$ cat config.mk
export PLATFORM = sky130hd
export DESIGN_NAME = io_bus_arbiter
export DESIGN_NICKNAME = d
export VERILOG_FILES = /design/src/rtl/io_bus_arbiter.sv
export SDC_FILE = /design/constraint.sdc
export NUM_CORES = 1
export LEC_CHECK = 0
export CAP_MARGIN = 20
export CORE_MARGIN = 2
export CORE_UTILIZATION = 38
export DETAILED_ROUTE_END_ITERATION = 8
export HOLD_SLACK_MARGIN = 0.12
export PLACE_DENSITY_LB_ADDON = 0.1
export SLEW_MARGIN = 10
export SYNTH_ARGS = -nofsm -noshare
export SYNTH_HDL_FRONTEND = slang
export SYNTH_SLANG_ARGS = --single-unit
$ cat constraint.sdc
create_clock -name clk -period 1.65 [get_ports clk]
set_input_delay 0.165 -clock clk [delete_from_list [all_inputs] [get_ports clk]]
set_output_delay 0.165 -clock clk [all_outputs]
set_load 0.01 [all_outputs]
$ cat src/rtl/io_bus_arbiter.sv
// Round-robin arbiter that hands the 16-slot IO bus to one requester at a time,
// sequences the slot decoder through ADDR/WAIT/DONE, and returns data or a timeout.
module io_bus_arbiter #(
  parameter int NUM_REQ = 2,
  parameter int DATA_W  = 16,
  parameter int TIMEOUT = 15
) (
  input  logic                      clk,
  input  logic                      rst_n,
  input  logic [NUM_REQ-1:0]        req,
  input  logic [4*NUM_REQ-1:0]      req_addr,
  input  logic [NUM_REQ-1:0]        req_we,
  input  logic [DATA_W*NUM_REQ-1:0] req_wdata,
  output logic [NUM_REQ-1:0]        grant,
  output logic [NUM_REQ-1:0]        done,
  output logic                      err,
  output logic [DATA_W-1:0]         rdata,
  output logic [3:0]                io_addr,
  output logic                      io_addr_read,
  output logic                      io_we,
  output logic [DATA_W-1:0]         io_wdata,
  input  logic                      io_ack,
  input  logic [DATA_W-1:0]         io_rdata,
  output logic [1:0]                dbg_state_o
);

  localparam int IW = (NUM_REQ > 2) ? 2 : 1;
  localparam logic [7:0] LAST_CNT = 8'(TIMEOUT - 1);

  typedef enum logic [1:0] {S_IDLE, S_ADDR, S_WAIT, S_DONE} state_t;

  state_t              state_q, state_d;
  logic [NUM_REQ-1:0]  grant_q, grant_d;
  logic [NUM_REQ-1:0]  done_q, done_d;
  logic                err_q, err_d;
  logic [DATA_W-1:0]   rdata_q, rdata_d;
  logic [3:0]          io_addr_q, io_addr_d;
  logic                io_rd_q, io_rd_d;
  logic                io_we_q, io_we_d;
  logic [DATA_W-1:0]   io_wdata_q, io_wdata_d;
  logic [IW-1:0]       winner_q, winner_d;
  logic [IW-1:0]       ptr_q, ptr_d;
  logic [7:0]          cnt_q, cnt_d;

  logic                found;
  logic [IW-1:0]       pick;
  logic [3:0]          sel_addr;
  logic                sel_we;
  logic [DATA_W-1:0]   sel_wdata;

  // Round-robin search: first requesting index at or after ptr_q, wrapping.
  always_comb begin
    int j;
    found     = 1'b0;
    pick      = '0;
    sel_addr  = '0;
    sel_we    = 1'b0;
    sel_wdata = '0;
    for (int k = 0; k < NUM_REQ; k++) begin
      j = int'(ptr_q) + k;
      if (j >= NUM_REQ) j = j - NUM_REQ;
      if (!found && req[IW'(j)]) begin
        found = 1'b1;
        pick  = IW'(j);
      end
    end
    for (int k = 0; k < NUM_REQ; k++) begin
      if (pick == IW'(k)) begin
        sel_addr  = req_addr[4*k +: 4];
        sel_we    = req_we[k];
        sel_wdata = req_wdata[DATA_W*k +: DATA_W];
      end
    end
  end

  // Outputs are registered, so each is loaded on the edge entering the state it belongs to.
  always_comb begin
    state_d    = state_q;
    grant_d    = grant_q;
    done_d     = '0;
    err_d      = err_q;
    rdata_d    = rdata_q;
    io_addr_d  = io_addr_q;
    io_rd_d    = io_rd_q;
    io_we_d    = io_we_q;
    io_wdata_d = io_wdata_q;
    winner_d   = winner_q;
    ptr_d      = ptr_q;
    cnt_d      = cnt_q;
    case (state_q)
      S_IDLE: begin
        if (found) begin
          state_d    = S_ADDR;
          winner_d   = pick;
          grant_d    = NUM_REQ'(1) << pick;
          io_rd_d    = 1'b1;
          io_addr_d  = sel_addr;
          io_we_d    = sel_we;
          io_wdata_d = sel_wdata;
        end
      end
      S_ADDR: begin
        cnt_d   = '0;
        state_d = S_WAIT;
      end
      S_WAIT: begin
        if (io_ack || cnt_q == LAST_CNT) begin
          state_d = S_DONE;
          done_d  = grant_q;
          io_rd_d = 1'b0;
          io_we_d = 1'b0;
          err_d   = !io_ack;
          if (io_ack && !io_we_q) rdata_d = io_rdata;
        end else begin
          cnt_d = cnt_q + 8'd1;
        end
      end
      S_DONE: begin
        state_d    = S_IDLE;
        grant_d    = '0;
        io_addr_d  = '0;
        io_wdata_d = '0;
        ptr_d      = (winner_q == IW'(NUM_REQ - 1)) ? '0 : winner_q + IW'(1);
      end
      default: state_d = S_IDLE;
    endcase
  end

  always_ff @(posedge clk or negedge rst_n) begin
    if (!rst_n) begin
      state_q    <= S_IDLE;
      grant_q    <= '0;
      done_q     <= '0;
      err_q      <= 1'b0;
      rdata_q    <= '0;
      io_addr_q  <= '0;
      io_rd_q    <= 1'b0;
      io_we_q    <= 1'b0;
      io_wdata_q <= '0;
      winner_q   <= '0;
      ptr_q      <= '0;
      cnt_q      <= '0;
    end else begin
      state_q    <= state_d;
      grant_q    <= grant_d;
      done_q     <= done_d;
      err_q      <= err_d;
      rdata_q    <= rdata_d;
      io_addr_q  <= io_addr_d;
      io_rd_q    <= io_rd_d;
      io_we_q    <= io_we_d;
      io_wdata_q <= io_wdata_d;
      winner_q   <= winner_d;
      ptr_q      <= ptr_d;
      cnt_q      <= cnt_d;
    end
  end

  assign grant        = grant_q;
  assign done         = done_q;
  assign err          = err_q;
  assign rdata        = rdata_q;
  assign io_addr      = io_addr_q;
  assign io_addr_read = io_rd_q;
  assign io_we        = io_we_q;
  assign io_wdata     = io_wdata_q;
  assign dbg_state_o  = state_q;

endmodule

Word level (Yosys, flattened, before mapping)

Cells that the tools add are included.

Add/subtract/negate cells: 5
Multiply operators: 0
Div/mod/pow operators: 0
Order comparisons: 4
Equal/unequal tests: 7
Shift-type cells: 1
Muxes and demuxes: 32
Bitwise logic cells: 0
Reductions and logical operators: 17

Operators by type and width:

| cell                                                       | number |
|---|---|
| 2-to-1 mux 16 bit                                          | 2 |
| case mux 16 bit (2 select lines)                           | 1 |
| case mux 8 bit (2 select lines)                            | 1 |
| 2-to-1 mux 1 bit                                           | 15 |
| 2-to-1 mux 2 bit                                           | 5 |
| AND reduction 2 bit                                        | 5 |
| adder 8 x 1 -> 8 bit, second input constant                | 1 |
| == test 8 x 4 -> 1 bit, second input constant              | 1 |
| 2-to-1 mux 4 bit                                           | 2 |
| 2-to-1 mux 8 bit                                           | 1 |
| case mux 2 bit (4 select lines)                            | 1 |
| case mux 4 bit (2 select lines)                            | 1 |
| less-than comparator 1 x 3 -> 1 bit, second input constant | 2 |
| inequality test 2 bit, second input constant               | 3 |
| AND reduction 3 bit                                        | 2 |
| nonzero test 2 bit                                         | 3 |
| == test 2 bit, second input constant                       | 2 |
| case mux 1 bit (2 select lines)                            | 2 |
| case mux 2 bit (2 select lines)                            | 1 |
| logical NOT 1 bit                                          | 3 |
| adder 1 x 1 -> 2 bit, second input constant                | 1 |
| == test 2 x 1 -> 1 bit, second input constant              | 1 |
| >= comparator 1 x 2 -> 1 bit, second input constant        | 1 |
| >= comparator 2 bit, second input constant                 | 1 |
| other kinds (6)                                            | 8 |

Bits in registers: 55
Latch bits: 0
Memory bits (writable): 0
Bits in read-only memories: 0
Bits of input ports: 63
Output and inout port bits: 45
Word-level logic and storage cells: 78
Memories kept: 0

Logic depth before layout (Yosys ltp)

Depth in word-level cells: 12
Mapped depth: 6
Depth with buffers taken out: 5

Worst setup path after synthesis

OpenSTA, ideal clock, no wires.

Kind: register to register
Start point: register state_q[0], in the netlist dbg_state_o[0]
End point: register rdata_q[10], in the netlist rdata[10]
Setup time: 0.125 ns
Data arrival time: 1.578 ns
Data required time: 1.525 ns
Path slack: -0.052 ns
Stages on the path, launching flop included: 6
Period minus slack after synthesis: 1.702 ns
Cell sequence: dfrtp_1 inv_1 ha_1 nand3_1 buf_2 mux2_2

Longest elaborated chain between the ends: 2

Ends and longest elaborated chain:

| element                       | RTL line | source |
|---|---|---|
| start: declaration            | 32       | `state_t state_q, state_d;` |
| start signal: assignment      | 144      | `state_q <= state_d;` |
| == test 2 bit                 | 90       | `case (state_q)` |
| AND reduction 3 bit (no line) | n/a      |  |
| end signal: assignment        | 148      | `rdata_q <= rdata_d;` |
| end: declaration              | 36       | `logic [DATA_W-1:0] rdata_q, rdata_d;` |

Every way passes these cells.
A chain may end at the register's enable or synchronous reset.

Worst setup path in the final report

Start point: register state_q[0], in the netlist dbg_state_o[0]
End point: register cnt_q[7]

Longest elaborated chain between the ends: 3
Elaborated cells between the ends (all ways): 6

Ends and longest elaborated chain:

| element                                                               | RTL line | source |
|---|---|---|
| == test 2 bit or == test 2 x 1 -> 1 bit (tied branches)               | 90       |  |
| inequality test 2 bit (no line) or nonzero test 2 bit (tied branches) | n/a      |  |
| AND reduction 2 bit (no line)                                         | n/a      |  |
| end signal: assignment                                                | 155      | `cnt_q <= cnt_d;` |
| end: declaration                                                      | 43       | `logic [7:0] cnt_q, cnt_d;` |

Several ways; a longest one is shown, not always the timed one.

==> impl_metrics.json <==
{
  "status": "finished with violations",
  "failed_checks": "negative setup slack",
  "final_critical_path_setup_slack_ps": -8.25,
  "antenna_cells": 0,
  "cts.reportedPaths.clkPinSlew_ps": 100,
  "maxSlewHeadroom": 0.756,
  "timing_hold_violations_final": 0,
  "fp.dieW_um": 84.2,
  "antenna_found_initial": 0,
  "tritoncts": "yes",
  "cts_max_path_buffers": 2,
  "synth-seq-area-share": 0.563,
  "layout.cells.most_common": "clkdlybuf4s50_1",
  "gr-total-overflow": 0,
  "drt-pass1-iter-count": 6,
  "finalWorstPathRequiredPeriod_ps": 1660,
  "timing.critical_path.slowest_cell_delay_ps": 470,
  "design_power_total_mw": 6.04,
  "fin_crit_sh": 1.01,
  "yosys_warnings": 0,
  "post_synth_instance_area_mm2": 0.00244,
  "die_height_um": 84.2,
  "regToRegSetupSlack_ps": -8,
  "synth_async_reset_ratio": 1.00,
  "io-pin-count": 108,
  "crit_family": "compound AO/OA/AOI/OAI gates",
  "detail_route.vias_per_cell": 5.27,
  "nets_finish": 393,
  "grt_first_pass_wirelength_um": 10900,
  "worst_clock_skew_ps": 11.0,
  "rr_worst_depth": 5,
  "numCtsBuffers": 5,
  "drtAntennaViolNets": 0,
  "maxCapViolCount": 0,
  "remaining_drc_errors": 0,
  "placementRows": 29,
  "cellLeakagePower_nw": 1.86,
  "die-area_mm2": 0.00709,
  "dpl.cell_count": 389,
  "cp.required_ps": 1840,
  "clock.fmax_mhz": 603,
  "rsz0062_at_grt": "true",
  "utilization": 0.640,
  "crit-reg2reg-capture": "cnt_q[7]$_DFFE_PN0P_",
  "grt.total_usage": 0.190,
  "regToRegStartpoint": "dbg_state_o[0]$_DFFE_PN0P_",
  "dr_iter_0_viols": 122,
  "slowest_stage": "dfrtp_2",
  "cts-htree-levels": 2,
  "dp.final_hpwl_um": 4430,
  "path_max_fanout": 6,
  "area_delta_synth_final_pct": 64.4,
  "power.density_cell_area_mw_per_mm2": 1500,
  "post_placement_setup_slack_ps": -7.63,
  "worst_hold_path_type": "in -> async",
  "synth.net_count": 265,
  "final.fill_count": 495,
  "drive_gt1_frac": 0.207,
  "ys.flop_type": "dfrtp_1",
  "placement.io_buffers": 106,
  "crit_path_start_kind": "flip-flop",
  "synthesis.instances": 195,
  "final_cell_count_no_fill": 401,
  "timing.setup.critical_path_class": "reg -> reg",
  "synthDistinctLibCells": 40,
  "avgSynthCellArea_um2": 12.5,
  "worstPathArrival_ps": 1850,
  "final_count_of_negative_setup_slack_endpoints": 2,
  "largest_net_degree_at_the_start_of_global_routing": 56,
  "vias": 2114,
  "worst_skew_pair.late_latency_ps": 310,
  "path_buf_inv": 1,
  "worstPathCellList": "inv_4 -> ha_2 -> nand4b_1 -> o311ai_1 -> o41ai_2",
  "final_cell_mix": "clkdlybuf4s50_1, dfrtp_1, inv_1",
  "cts.sink_count": 55,
  "synth-seq-cells": 55,
  "endpoint_kind": "flip-flop",
  "max_slew.worst_pin.slew_ps": 366,
  "vias_in_the_first_global_route": 2332,
  "post_dp_cell_area_mm2": 0.00379,
  "post-route-cell-area_mm2": 0.00402,
  "initial_standard_cell_utilization_of_the_core": 0.389,
  "drt-total-wl_um": 6400,
  "vdd.ir_drop.worst_uv": 859,
  "floorplan.core_area_mm2": 0.00628,
  "clock_root_buffer": "clkbuf_8",
  "maxSlewViolCount": 0,
  "placer_congestion": 0.820,
  "drt-wirelength-per-cell_um": 16.0,
  "synth_enable_flop_cells": 0
}
-- metrics by stage --
step | TNS [ps] | hold WS, ps
after floorplan | 0 | -131
after global placement | 0 | 189
after detailed placement | -9.01 | 186
after CTS | 0 | 371
after global routing | -624 | 390
final | -8.37 | 352
-- metal layers --
layer  routed length [um]  global-route usage  vias to the layer above
met1                 2740               0.240                     1004
met5                    0                   0                        -
met3                  502              0.0551                       16
li1                     -                   -                      996
met2                 2970               0.311                       98
met4                  186              0.0689                        0
-- worst min-delay path, stage by stage --
cell and delay (ps):
dlygate4sd3_1 520, buf_2 120, buf_12 250
-- report_power, final --
group	internal, mW	switching (mW)	leakage [nW]	total, mW
combinational	1.76	1.26	1.10	3.03
sequential	1.82	0.280	0.702	2.10
clock	0.458	0.457	0.0548	0.915
total	4.04	2.00	1.86	6.04
-- registers in the layout, indices dropped and copies added (netlist names) --
signal,count
io_wdata,16
rdata,16
cnt_q,8
io_addr,4
dbg_state_o,2
done,2
grant,2
err,1
io_addr_read,1
io_we,1
ptr_q,1
winner_q,1
-- synthesized netlist by cell type, drive strengths merged (3+ instances only) --
cell type  instances  share of area
o211ai             3         0.0092
nand2              8          0.012
o41ai              3          0.011
nand3              4         0.0082
mux2i              4          0.016
buf                3         0.0061
nand2b             3         0.0077
ha                 7          0.036
dfrtp             55           0.56
mux2              17          0.078
clkbuf             5         0.0077
o21ai              4         0.0097
inv               26          0.040
a222oi            20          0.082
and3b              4          0.014
-- logic make-up (layout without fill, tap and decap cells) --
logic type / after synthesis / in the layout / synth area share
flops: 55 / 55 / 0.563
mux: 21 / 21 / 0.0947
buf+inv: 34 / 163 / 0.0538
fa+ha+maj: 7 / 7 / 0.0358
simple gates: 32 / 32 / 0.0870
compound gates: 46 / 46 / 0.165
-- final cells by class --
| type | count | area (um^2) | area share |
|---|---|---|---|
| Multi-Input combinational cell | 106 | 1030 | 0.255 |
| Tap cell | 77 | 96.3 | 0.0240 |
| Inverter | 26 | 100 | 0.0249 |
| Clock buffer | 5 | 68.8 | 0.0171 |
| Timing Repair Buffer | 129 | 1300 | 0.324 |
| Sequential cell | 55 | 1380 | 0.343 |
| Clock inverter | 3 | 46.3 | 0.0115 |
-- how the worst max path moves through the flow --
stage                                    start                       end  slack, ps  cells past startpoint
floorplan           dbg_state_o[0]$_DFFE_PN0P_    io_addr[0]$_DFFE_PN0P_          9                      6
global placement    dbg_state_o[1]$_DFFE_PN0P_   io_wdata[8]$_DFFE_PN0P_         40                      5
detailed placement  dbg_state_o[1]$_DFFE_PN0P_  io_wdata[12]$_DFFE_PN0P_         -8                      5
CTS                 dbg_state_o[0]$_DFFE_PN0P_      cnt_q[7]$_DFFE_PN0P_         10                      6
global route        dbg_state_o[0]$_DFFE_PN0P_      cnt_q[7]$_DFFE_PN0P_       -100                      5
finish              dbg_state_o[0]$_DFFE_PN0P_      cnt_q[7]$_DFFE_PN0P_         -8                      5
-- what timing repair did --
item | 4_1_cts | 5_1_grt
hold buffers | 1 | 0
cloned | 0 | 0
endpoints found under the setup margin | 13 | 48
endpoints found under the hold margin | 55 | 0
resized for setup | 5 | 18
buffers inserted | 0 | 3
pin swaps | 2 | 4
(Power assumes the default switching activity.)
